### config.mk
export PLATFORM = sky130hd
export DESIGN_NAME = decode_ctrl_pipe_flat
export DESIGN_NICKNAME = d
export VERILOG_FILES = /design/src/rtl/decode_ctrl_pipe_if.sv /design/src/rtl/decode_ctrl_pipe.sv /design/src/flat_wrapper.sv
export SDC_FILE = /design/constraint.sdc
export NUM_CORES = 1
export LEC_CHECK = 0
export ABC_AREA = 1
export CAP_MARGIN = 5
export CORE_ASPECT_RATIO = 1.4
export CORE_UTILIZATION = 37
export DETAILED_ROUTE_END_ITERATION = 10
export PLACE_DENSITY = 0.75
export SYNTH_ARGS = -nofsm -noshare
export SYNTH_HDL_FRONTEND = slang
export SYNTH_SLANG_ARGS = --single-unit
export TNS_END_PERCENT = 10
### constraint.sdc
create_clock -name clk -period 1.3 [get_ports clk]
set_input_delay 0.325 -clock clk [delete_from_list [all_inputs] [get_ports clk]]
set_output_delay 0.325 -clock clk [all_outputs]
set_load 0.1 [all_outputs]
### src/rtl/decode_ctrl_pipe_if.sv
`default_nettype none
// ============================================================================
// Module      : decode_ctrl_pipe_if
// Description : Bundles the D-stage inputs and the E-stage control outputs of
//               decode_ctrl_pipe.
//               master : drives the instruction side (fetch/hazard logic, bench)
//               slave  : the decode/control pipeline register itself
// Ports       : instr_i[31:0], valid_i, stall_i, flush_i  (master -> slave)
//               ctrl_o[15:0], valid_o, stall_req_o,
//               hilo_busy_o, invalid_o                    (slave -> master)
// Revision    : 1.0 - initial release
// ============================================================================
interface decode_ctrl_pipe_if;
  logic [31:0] instr_i;
  logic        valid_i;
  logic        stall_i;
  logic        flush_i;
  logic [15:0] ctrl_o;
  logic        valid_o;
  logic        stall_req_o;
  logic        hilo_busy_o;
  logic        invalid_o;

  modport master (
    output instr_i, valid_i, stall_i, flush_i,
    input  ctrl_o, valid_o, stall_req_o, hilo_busy_o, invalid_o
  );

  modport slave (
    input  instr_i, valid_i, stall_i, flush_i,
    output ctrl_o, valid_o, stall_req_o, hilo_busy_o, invalid_o
  );
endinterface
`default_nettype wire

### src/rtl/decode_ctrl_pipe.sv
`default_nettype none
// ============================================================================
// Module      : decode_ctrl_pipe
// Description : MIPS-style D-stage decoder feeding a registered E-stage control
//               bundle, with a HI/LO busy counter that stalls F/D on HI/LO
//               structural hazards after DIV/MULT issue.
// Ports       : clk        - clock, rising edge
//               rst        - synchronous active-high reset
//               bus.slave  - instr_i/valid_i/stall_i/flush_i in,
//                            ctrl_o/valid_o/stall_req_o/hilo_busy_o/invalid_o out
// ctrl_o      : {regwrite, regdst, alusrc, memtoreg, memwrite, memen, branch,
//                jump, jal, jr, bal, hi_we, lo_we, div_start, mul_start,
//                signed_op}
// Macro       : DECODE_INVALID_EN - when defined, unrecognised instructions
//               raise a registered invalid_o; otherwise invalid_o is tied 0.
// Revision    : 1.0 - initial release
// ============================================================================
module decode_ctrl_pipe #(
  parameter int DIV_CYCLES = 36,
  parameter int MUL_CYCLES = 1
) (
  input  wire logic          clk,
  input  wire logic          rst,
  decode_ctrl_pipe_if.slave  bus
);

  localparam logic [5:0] c_OP_SPECIAL = 6'h00, c_OP_REGIMM = 6'h01, c_OP_J     = 6'h02;
  localparam logic [5:0] c_OP_JAL     = 6'h03, c_OP_BEQ    = 6'h04, c_OP_BNE   = 6'h05;
  localparam logic [5:0] c_OP_BLEZ    = 6'h06, c_OP_BGTZ   = 6'h07, c_OP_ADDI  = 6'h08;
  localparam logic [5:0] c_OP_ADDIU   = 6'h09, c_OP_SLTI   = 6'h0A, c_OP_SLTIU = 6'h0B;
  localparam logic [5:0] c_OP_ANDI    = 6'h0C, c_OP_ORI    = 6'h0D, c_OP_XORI  = 6'h0E;
  localparam logic [5:0] c_OP_LUI     = 6'h0F, c_OP_LB     = 6'h20, c_OP_LH    = 6'h21;
  localparam logic [5:0] c_OP_LW      = 6'h23, c_OP_LBU    = 6'h24, c_OP_LHU   = 6'h25;
  localparam logic [5:0] c_OP_SB      = 6'h28, c_OP_SH     = 6'h29, c_OP_SW    = 6'h2B;

  localparam logic [5:0] c_FN_SLL  = 6'h00, c_FN_SRL  = 6'h02, c_FN_SRA   = 6'h03, c_FN_SLLV = 6'h04;
  localparam logic [5:0] c_FN_SRLV = 6'h06, c_FN_SRAV = 6'h07, c_FN_JR    = 6'h08, c_FN_JALR = 6'h09;
  localparam logic [5:0] c_FN_MFHI = 6'h10, c_FN_MTHI = 6'h11, c_FN_MFLO  = 6'h12, c_FN_MTLO = 6'h13;
  localparam logic [5:0] c_FN_MULT = 6'h18, c_FN_MULTU = 6'h19, c_FN_DIV  = 6'h1A, c_FN_DIVU = 6'h1B;
  localparam logic [5:0] c_FN_ADD  = 6'h20, c_FN_ADDU = 6'h21, c_FN_SUB   = 6'h22, c_FN_SUBU = 6'h23;
  localparam logic [5:0] c_FN_AND  = 6'h24, c_FN_OR   = 6'h25, c_FN_XOR   = 6'h26, c_FN_NOR  = 6'h27;
  localparam logic [5:0] c_FN_SLT  = 6'h2A, c_FN_SLTU = 6'h2B;

  localparam logic [4:0] c_RT_BLTZ = 5'h00, c_RT_BGEZ = 5'h01, c_RT_BLTZAL = 5'h10, c_RT_BGEZAL = 5'h11;

  localparam logic [5:0] c_DIV_LOAD     = 6'(DIV_CYCLES);
  localparam logic [5:0] c_MUL_LOAD     = 6'(MUL_CYCLES - 1);
  localparam bit         c_MUL_HAS_BUSY = (MUL_CYCLES > 1);

  logic [5:0]  w_opcode, w_funct;
  logic [4:0]  w_rt;
  logic        w_unused_fields;
  logic        w_known, w_hilo_op, w_no_wb;
  logic        w_regwrite, w_regdst, w_alusrc, w_memtoreg, w_memwrite, w_memen;
  logic        w_branch, w_jump, w_jal, w_jr, w_bal;
  logic        w_hi_we, w_lo_we, w_div_start, w_mul_start, w_signed_op;
  logic [15:0] w_dec;
  logic        w_hilo_busy, w_stall_req, w_bubble, w_accept;

  logic [15:0] r_ctrl;
  logic        r_valid;
  logic [5:0]  r_busy_cnt;

  assign w_opcode        = bus.instr_i[31:26];
  assign w_rt            = bus.instr_i[20:16];
  assign w_funct         = bus.instr_i[5:0];
  assign w_unused_fields = ^{bus.instr_i[25:21], bus.instr_i[15:6]};

  // Every flag is only raised inside a recognised encoding, so an unknown
  // instruction decodes to an all-zero bundle with w_known low.
  always_comb begin
    w_known    = 1'b0; w_hilo_op   = 1'b0; w_no_wb     = 1'b0;
    w_regwrite = 1'b0; w_regdst    = 1'b0; w_alusrc    = 1'b0;
    w_memtoreg = 1'b0; w_memwrite  = 1'b0; w_memen     = 1'b0;
    w_branch   = 1'b0; w_jump      = 1'b0; w_jal       = 1'b0;
    w_jr       = 1'b0; w_bal       = 1'b0; w_hi_we     = 1'b0;
    w_lo_we    = 1'b0; w_div_start = 1'b0; w_mul_start = 1'b0;
    w_signed_op = 1'b0;
    case (w_opcode)
      c_OP_SPECIAL: begin
        case (w_funct)
          c_FN_SLL, c_FN_SRL, c_FN_SRA, c_FN_SLLV, c_FN_SRLV, c_FN_SRAV,
          c_FN_ADD, c_FN_ADDU, c_FN_SUB, c_FN_SUBU, c_FN_AND, c_FN_OR,
          c_FN_XOR, c_FN_NOR, c_FN_SLT, c_FN_SLTU, c_FN_MFHI, c_FN_MFLO:
            w_known = 1'b1;
          c_FN_JR:   begin w_known = 1'b1; w_no_wb = 1'b1; w_jump = 1'b1; w_jr = 1'b1; end
          c_FN_JALR: begin w_known = 1'b1; w_jr = 1'b1; end
          c_FN_MTHI: begin w_known = 1'b1; w_no_wb = 1'b1; w_hi_we = 1'b1; end
          c_FN_MTLO: begin w_known = 1'b1; w_no_wb = 1'b1; w_lo_we = 1'b1; end
          c_FN_MULT, c_FN_MULTU: begin
            w_known = 1'b1; w_no_wb = 1'b1; w_hi_we = 1'b1; w_lo_we = 1'b1;
            w_mul_start = 1'b1; w_signed_op = (w_funct == c_FN_MULT);
          end
          c_FN_DIV, c_FN_DIVU: begin
            w_known = 1'b1; w_no_wb = 1'b1; w_hi_we = 1'b1; w_lo_we = 1'b1;
            w_div_start = 1'b1; w_signed_op = (w_funct == c_FN_DIV);
          end
          default: ;
        endcase
        w_hilo_op  = (w_funct >= c_FN_MFHI && w_funct <= c_FN_MTLO) ||
                     (w_funct >= c_FN_MULT && w_funct <= c_FN_DIVU);
        w_regdst   = w_known;
        w_regwrite = w_known & ~w_no_wb;
      end
      c_OP_REGIMM: begin
        case (w_rt)
          c_RT_BLTZ, c_RT_BGEZ:     begin w_known = 1'b1; w_branch = 1'b1; end
          c_RT_BLTZAL, c_RT_BGEZAL: begin
            w_known = 1'b1; w_branch = 1'b1; w_bal = 1'b1; w_regwrite = 1'b1;
          end
          default: ;
        endcase
      end
      c_OP_J:   begin w_known = 1'b1; w_jump = 1'b1; end
      c_OP_JAL: begin w_known = 1'b1; w_jal = 1'b1; w_regwrite = 1'b1; end
      c_OP_BEQ, c_OP_BNE, c_OP_BLEZ, c_OP_BGTZ: begin w_known = 1'b1; w_branch = 1'b1; end
      c_OP_ADDI, c_OP_ADDIU, c_OP_SLTI, c_OP_SLTIU,
      c_OP_ANDI, c_OP_ORI, c_OP_XORI, c_OP_LUI: begin
        w_known = 1'b1; w_regwrite = 1'b1; w_alusrc = 1'b1;
      end
      c_OP_LB, c_OP_LH, c_OP_LW, c_OP_LBU, c_OP_LHU: begin
        w_known = 1'b1; w_regwrite = 1'b1; w_alusrc = 1'b1; w_memtoreg = 1'b1; w_memen = 1'b1;
      end
      c_OP_SB, c_OP_SH, c_OP_SW: begin
        w_known = 1'b1; w_alusrc = 1'b1; w_memwrite = 1'b1; w_memen = 1'b1;
      end
      default: ;
    endcase
  end

  assign w_dec = {w_regwrite, w_regdst, w_alusrc, w_memtoreg, w_memwrite, w_memen,
                  w_branch, w_jump, w_jal, w_jr, w_bal,
                  w_hi_we, w_lo_we, w_div_start, w_mul_start, w_signed_op};

  // A flushed instruction never needs HI/LO, so it must not raise a stall.
  assign w_hilo_busy = (r_busy_cnt != 6'd0);
  assign w_stall_req = bus.valid_i & w_hilo_op & w_hilo_busy & ~bus.flush_i;
  assign w_bubble    = bus.flush_i | w_stall_req | ~bus.valid_i;
  assign w_accept    = ~bus.stall_i & ~w_bubble;

  always_ff @(posedge clk) begin
    if (rst) begin
      r_ctrl  <= '0;
      r_valid <= 1'b0;
    end else if (bus.stall_i) begin
      r_ctrl  <= r_ctrl;
      r_valid <= r_valid;
    end else if (w_bubble) begin
      r_ctrl  <= '0;
      r_valid <= 1'b0;
    end else begin
      r_ctrl  <= w_dec;
      r_valid <= 1'b1;
    end
  end

  // The counter runs independently of stall/flush: once a HI/LO operation
  // has issued it completes regardless of what happens upstream.
  always_ff @(posedge clk) begin
    if (rst) begin
      r_busy_cnt <= '0;
    end else if (w_accept && w_div_start) begin
      r_busy_cnt <= c_DIV_LOAD;
    end else if (w_accept && w_mul_start && c_MUL_HAS_BUSY) begin
      r_busy_cnt <= c_MUL_LOAD;
    end else if (w_hilo_busy) begin
      r_busy_cnt <= r_busy_cnt - 6'd1;
    end
  end

`ifdef DECODE_INVALID_EN
  logic r_invalid;
  always_ff @(posedge clk) begin
    if (rst) begin
      r_invalid <= 1'b0;
    end else if (bus.stall_i) begin
      r_invalid <= r_invalid;
    end else if (w_bubble) begin
      r_invalid <= 1'b0;
    end else begin
      r_invalid <= ~w_known;
    end
  end
  assign bus.invalid_o = r_invalid;
`else
  assign bus.invalid_o = 1'b0;
`endif

  assign bus.ctrl_o      = r_ctrl;
  assign bus.valid_o     = r_valid;
  assign bus.stall_req_o = w_stall_req;
  assign bus.hilo_busy_o = w_hilo_busy;

endmodule
`default_nettype wire

### src/flat_wrapper.sv
// flat-port wrapper written by rule: the top's interface ports become plain ports
module decode_ctrl_pipe_flat 
#(
  parameter int DIV_CYCLES = 36,
  parameter int MUL_CYCLES = 1
)
  (clk, rst, bus_instr_i, bus_valid_i, bus_stall_i, bus_flush_i, bus_ctrl_o, bus_valid_o, bus_stall_req_o, bus_hilo_busy_o, bus_invalid_o);
  decode_ctrl_pipe_if bus_i ();
  input  wire logic clk;
  input  wire logic rst;
  input wire logic [$bits(bus_i.instr_i)-1:0] bus_instr_i;
  input wire logic [$bits(bus_i.valid_i)-1:0] bus_valid_i;
  input wire logic [$bits(bus_i.stall_i)-1:0] bus_stall_i;
  input wire logic [$bits(bus_i.flush_i)-1:0] bus_flush_i;
  output wire logic [$bits(bus_i.ctrl_o)-1:0] bus_ctrl_o;
  output wire logic [$bits(bus_i.valid_o)-1:0] bus_valid_o;
  output wire logic [$bits(bus_i.stall_req_o)-1:0] bus_stall_req_o;
  output wire logic [$bits(bus_i.hilo_busy_o)-1:0] bus_hilo_busy_o;
  output wire logic [$bits(bus_i.invalid_o)-1:0] bus_invalid_o;
  assign bus_i.instr_i = bus_instr_i;
  assign bus_i.valid_i = bus_valid_i;
  assign bus_i.stall_i = bus_stall_i;
  assign bus_i.flush_i = bus_flush_i;
  assign bus_ctrl_o = bus_i.ctrl_o;
  assign bus_valid_o = bus_i.valid_o;
  assign bus_stall_req_o = bus_i.stall_req_o;
  assign bus_hilo_busy_o = bus_i.hilo_busy_o;
  assign bus_invalid_o = bus_i.invalid_o;
  decode_ctrl_pipe #(.DIV_CYCLES(DIV_CYCLES), .MUL_CYCLES(MUL_CYCLES)) u_core (.clk(clk), .rst(rst), .bus(bus_i));
endmodule
==> results of run 1 <==
## synth_stat cells
cell type  number  area share
nor2_2          1      0.0048
nor3_1          4       0.015
buf_4           1      0.0058
nor3_4          1       0.013
nor4_1          2      0.0097
nor2_1         22       0.064
a21oi_2         2       0.014
nand2_4         1      0.0087
ha_1            1      0.0097
o21ai_0         5       0.019
dfxtp_1        23        0.36
or2_2           2      0.0097
nand4_1         5       0.024
xor2_1          2       0.014
nand2_1        49        0.14
nand3_2         2       0.015
nor2_4          2       0.017
nand3_1        12       0.046
a21oi_1        22       0.085
nand3b_1        1      0.0058
inv_2           1      0.0029
buf_6           1      0.0087
conb_1          1      0.0029
clkbuf_1        3      0.0087
nand2_2         2      0.0097
buf_2           2      0.0077
nand4_2         1      0.0097
inv_1          24       0.070
## metal layers
layer	track usage	vias up	wire, um
li1	-	782	-
met4	0.129	0	176
met5	0	-	0
met1	0.235	699	1390
met3	0.0398	18	122
met2	0.423	50	2190
## per-stage QoR
stage | setup slack [ps] | area (um^2) | hold slack, ps
after global placement | -562 | 2200 | 460
after detailed placement | -648 | 2200 | 465
after CTS | -322 | 2350 | 477
after global routing | -385 | 2400 | 511
after floorplan | -531 | 1330 | 453
final | -328 | 2400 | 475
## flip-flops by register name, indices dropped and copies added, names as in the netlist
signal              cells
u_core.bus.ctrl_o      16
u_core.r_busy_cnt       6
u_core.bus.valid_o      1
## path summary, 6_finish.rpt
check                        from              endpoint  slack [ps]  cells past startpoint
max reg2reg  u_core.r_busy_cnt[0]  u_core.bus.ctrl_o[7]        -230                      9
min          u_core.r_busy_cnt[0]  u_core.r_busy_cnt[0]         480                      2
min reg2reg  u_core.r_busy_cnt[0]  u_core.r_busy_cnt[0]         480                      2
max          u_core.r_busy_cnt[0]       bus_stall_req_o        -330                      6
## power breakdown
group / internal (uW) / switching (uW)
Clock: 215 / 251
Combinational: 610 / 725
Sequential: 777 / 38.3
## logic make-up (layout without fill, tap and decap cells)
family,Yosys count,in the layout,synth area share
and+or+nand+nor,107,107,0.396
xor gates and xnor gates,2,2,0.0136
other,1,1,0.00290
adders and majority gates,1,1,0.00968
buffers and inverters,32,112,0.104
DFF,23,23,0.356
AOI/OAI and AO/OA,29,29,0.118
## what timing repair did
action	4_1_cts	5_1_grt
setup endpoints to repair	25	25
pin swaps	10	1
setup buffers	7	0
hold buffers	0	0
gates cloned	0	0
gates resized for setup	36	11
## worst register-to-register path: stages (launching register included)
cell     delay (ps)
dfxtp_2         330
inv_2            70
ha_4            140
nand4_4         110
nand3_4         120
buf_4           120
nand2_4          70
buf_6           140
or2_2           260
a21oi_1         110
## cell type report
| type | instances | area share |
|---|---|---|
| clock buffer | 3 | 0.0172 |
| clock inverter | 1 | 0.00208 |
| inverter | 25 | 0.0422 |
| multi-input combinational | 140 | 0.345 |
| sequential | 23 | 0.193 |
| tap | 40 | 0.0208 |
| timing repair buffer | 83 | 0.380 |
==> results.yml, run 1 <==
status:
  outcome: "finished with violations"
  failed_checks: "setup timing"
routing:
  via_count: 1549
  via_per_inst: 4.92
  routed_wl_um: 3880
  antenna_left: 0
  dr.pass1.iters: 4
  drc_errors: 0
  drtIter0Drc: 41
  wire_per_inst_um: 12.3
placement:
  gp_congestion: 0.855
  dpl.hpwl_um: 2830
  portBuffers: 39
  place_inst: 304
yosys:
  synth_cell_type_count: 28
  syn_inst: 195
  syn_avg_cell_area_um2: 6.63
  synth_seq_cells: 23
  ys_warn_count: 0
  ys_seq_area_frac: 0.356
  syn-num-nets: 233
  netlist_area_um2: 1290
final_layout:
  seq_area_um2: 463
  layout-drive-gt1-share: 0.404
  nNetsFinal: 314
  layout_commonest_cell: "nand2_1"
  final_core_util: 0.717
  area_delta_synth_final_pct: 85.8
  final_cell_mix: "47 x nand2_1, 43 x buf_4, 21 x dfxtp_1, 20 x inv_1"
  nFillCells: 236
  multi_input_area_um2: 828
  antenna_cells: 0
  final-instance-count-excl-fill: 315
critical_path:
  cp_cell_sequence: "inv_2 -> ha_4 -> nand4_4 -> nand3_4 -> nor2_4 -> buf_12"
  worstPathMaxFanout: 2
  path_buf_inv: 2
  cp_slowest_cell: "dfxtp_2"
  crit_family: "flip-flops"
  critPathKind: "register to primary output"
  startpoint_type: "register"
  critPathCaptureType: "primary output"
  arrival_ps: 1300
  worst_ep_required_time_ps: 980
  cpPeakStageDelay_ps: 340
hold_path:
  hp-class: "register to register"
global_route:
  grt_max_degree: 18
  grt_pass1_vias: 1509
  grt_pass1_wl_um: 6400
  grt_usage: 0.230
  antenna_found_initial: 0
  overflow: 0
sta:
  finalSetupTns_ps: -2330
  clock_skew_ps: 5.30
  rsz0062_at_grt: "true"
  max_freq_mhz: 614
  setup_violations: 24
  fin_crit_sh: 1.25
  min_period_ps: 1630
  hold_violations: 0
  layout_setup_ws_ps: -328
  maxSlewViolCount: 0
die:
  start_util: 0.386
  die_y_um: 71.9
  dieArea_um2: 3740
  core-area_um2: 3350
  fp-row-count: 25
  die_w_um: 52.0
  ios: 57
clocking:
  cts_buffers: 3
  clock_sinks: 23
  clock_path_buffers: 2
  clk_pin_slew_ps: 90
  tritoncts: "yes"
  cts_max_level: 1
  clockRootBuffer: "clkbuf_8"
  worstSkewPairLatency_ps: 280
power:
  power_density_nw_per_um2: 1090
  ir_drop_v: 0.00153
  p_leak_uw: 0.00105
  power_uw: 2620
flow_run:
  drv_cap: 0
No activity file was read; power rests on OpenSTA's default activity.
==> inputs of run 2 (changes only) <==
--- a/config.mk
+++ b/config.mk
@@ -12,4 +12,5 @@
 export DETAILED_ROUTE_END_ITERATION = 10
 export PLACE_DENSITY = 0.75
+export SLEW_MARGIN = 20
 export SYNTH_ARGS = -nofsm -noshare
 export SYNTH_HDL_FRONTEND = slang
==> constraint.sdc (replaced) <==
create_clock -name clk -period 1.3 [get_ports clk]
set_input_delay 0.13 -clock clk [delete_from_list [all_inputs] [get_ports clk]]
set_output_delay 0.13 -clock clk [all_outputs]
set_load 0.1 [all_outputs]
==> run 2 against run 1 <==
Against the previous run:
- clock power down 4.5%
- maximum frequency grew 4.8%
- highest routed layer unchanged
- design area fell by 0.31%
- critical path type unchanged
- the flow still finishes with violations (setup timing)
==> results.yml, run 2 (synthesis results as in run 1) <==
critical_path:
  worst_ep_required_time_ps: 1170
  crit_family: "buffers and inverters"
  arrival_ps: 1420
  cp_cell_sequence: "inv_2 -> ha_4 -> nand4_4 -> nand3_4 -> buf_6 -> nor2_4 -> buf_12"
  cpPeakStageDelay_ps: 350
  critPathCaptureType: "primary output"
  path_buf_inv: 3
  worstPathMaxFanout: 2
  startpoint_type: "register"
  cp_slowest_cell: "dfxtp_2"
  critPathKind: "register to primary output"
clocking:
  cts_buffers: 3
  clk_pin_slew_ps: 80
  clock_path_buffers: 2
  clock_sinks: 23
  clockRootBuffer: "clkbuf_8"
  worstSkewPairLatency_ps: 270
  cts_hold_buf: 0
  cts_max_level: 1
  tritoncts: "yes"
sta:
  fin_crit_sh: 1.19
  min_period_ps: 1550
  finalSetupTns_ps: -2130
  hold_violations: 0
  max_freq_mhz: 644
  slew_headroom: 0.555
  clock_skew_ps: 3.68
  setup_violations: 24
  tightest_slew_ps: 661
  maxSlewViolCount: 0
  layout_setup_ws_ps: -253
  rsz0062_at_grt: "true"
flow_run:
  drv_cap: 0
final_layout:
  seq_area_um2: 463
  nFillCells: 228
  layout-drive-gt1-share: 0.380
  final_core_util: 0.715
  antenna_cells: 0
  nNetsFinal: 315
  multi_input_area_um2: 812
  area_delta_synth_final_pct: 85.2
  final_cell_mix: "48 x nand2_1, 42 x buf_4, 22 x inv_1, 21 x nor2_1, 21 x dfxtp_1"
  final_area_um2: 2390
  layout_commonest_cell: "nand2_1"
  largest_reg_flops: 16
routing:
  wire_per_inst_um: 12.8
  drc_errors: 0
  antenna_left: 0
  routed_wl_um: 4050
  via_count: 1561
  dr.pass1.iters: 4
  drtIter0Drc: 39
  via_per_inst: 4.94
power:
  power_uw: 2660
  power_density_nw_per_um2: 1110
  ir_drop_v: 0.00159
  p_leak_uw: 0.00105
placement:
  placed_area_um2: 2200
  gp_congestion: 0.898
  portBuffers: 39
  dpl.hpwl_um: 2950
hold_path:
  hp-class: "input pin to register"
global_route:
  antenna_found_initial: 0
  grt_max_degree: 18
  grt_pass1_vias: 1541
  overflow: 0
  grt_usage: 0.235
  grt_pass1_wl_um: 6650
die:
  core-area_um2: 3350
  ios: 57
  start_util: 0.386
  die_w_um: 52.0
  dieArea_um2: 3740
  fp-row-count: 25
  die_y_um: 71.9
status:
  outcome: "finished with violations"
  failed_checks: "setup timing"
run 2: tightest hold or removal path, cell delays in order:
cell,delay [ps]
dlygate4sd2_1,270
nand3b_1,90
o21ai_0,70
nand2_1,80
a21oi_2,50
run 2: stage by stage:
stage | hold WS (ps) | std cells | setup WS [ps]
after global placement | 474 | 304 | -309
after detailed placement | 479 | 304 | -341
after CTS | 447 | 314 | -259
final | 460 | 316 | -253
after floorplan | 325 | 195 | -383
after global routing | 519 | 316 | -293
run 2: path summary, 6_finish.rpt:
kind                          from               endpoint  slack [ps]  cells past startpoint
min                bus_instr_i[28]   u_core.bus.ctrl_o[9]         460                      5
max reg2reg   u_core.r_busy_cnt[0]  u_core.bus.ctrl_o[13]        -160                     10
min reg2reg  u_core.bus.ctrl_o[10]  u_core.bus.ctrl_o[10]         510                      2
max           u_core.r_busy_cnt[0]        bus_stall_req_o        -250                      7
run 2: layer usage:
metal	track usage	vias up	part of all wire
met3	0.0314	11	0.029
li1	-	789	-
met2	0.444	43	0.56
met1	0.246	718	0.38
met5	0	-	0
met4	0.108	0	0.034
run 2: repair_timing:
action                     CTS  global route
setup endpoints to repair   16            25
setup buffers                6             3
gates cloned                 0             0
gates resized for setup     22            14
pin swaps                    7             1
run 2: power by group:
part	switching [uW]	internal, uW
registers	47.1	778
clock network	231	214
logic	758	637
total	1040	1630
run 2: area by class of cell:
class / count / area share
clock buffers: 3 / 0.0173
clock inverters: 1 / 0.00209
inverters: 25 / 0.0423
multi-input cells: 140 / 0.339
flip-flops and latches: 23 / 0.193
well taps: 40 / 0.0209
repair buffers: 84 / 0.385
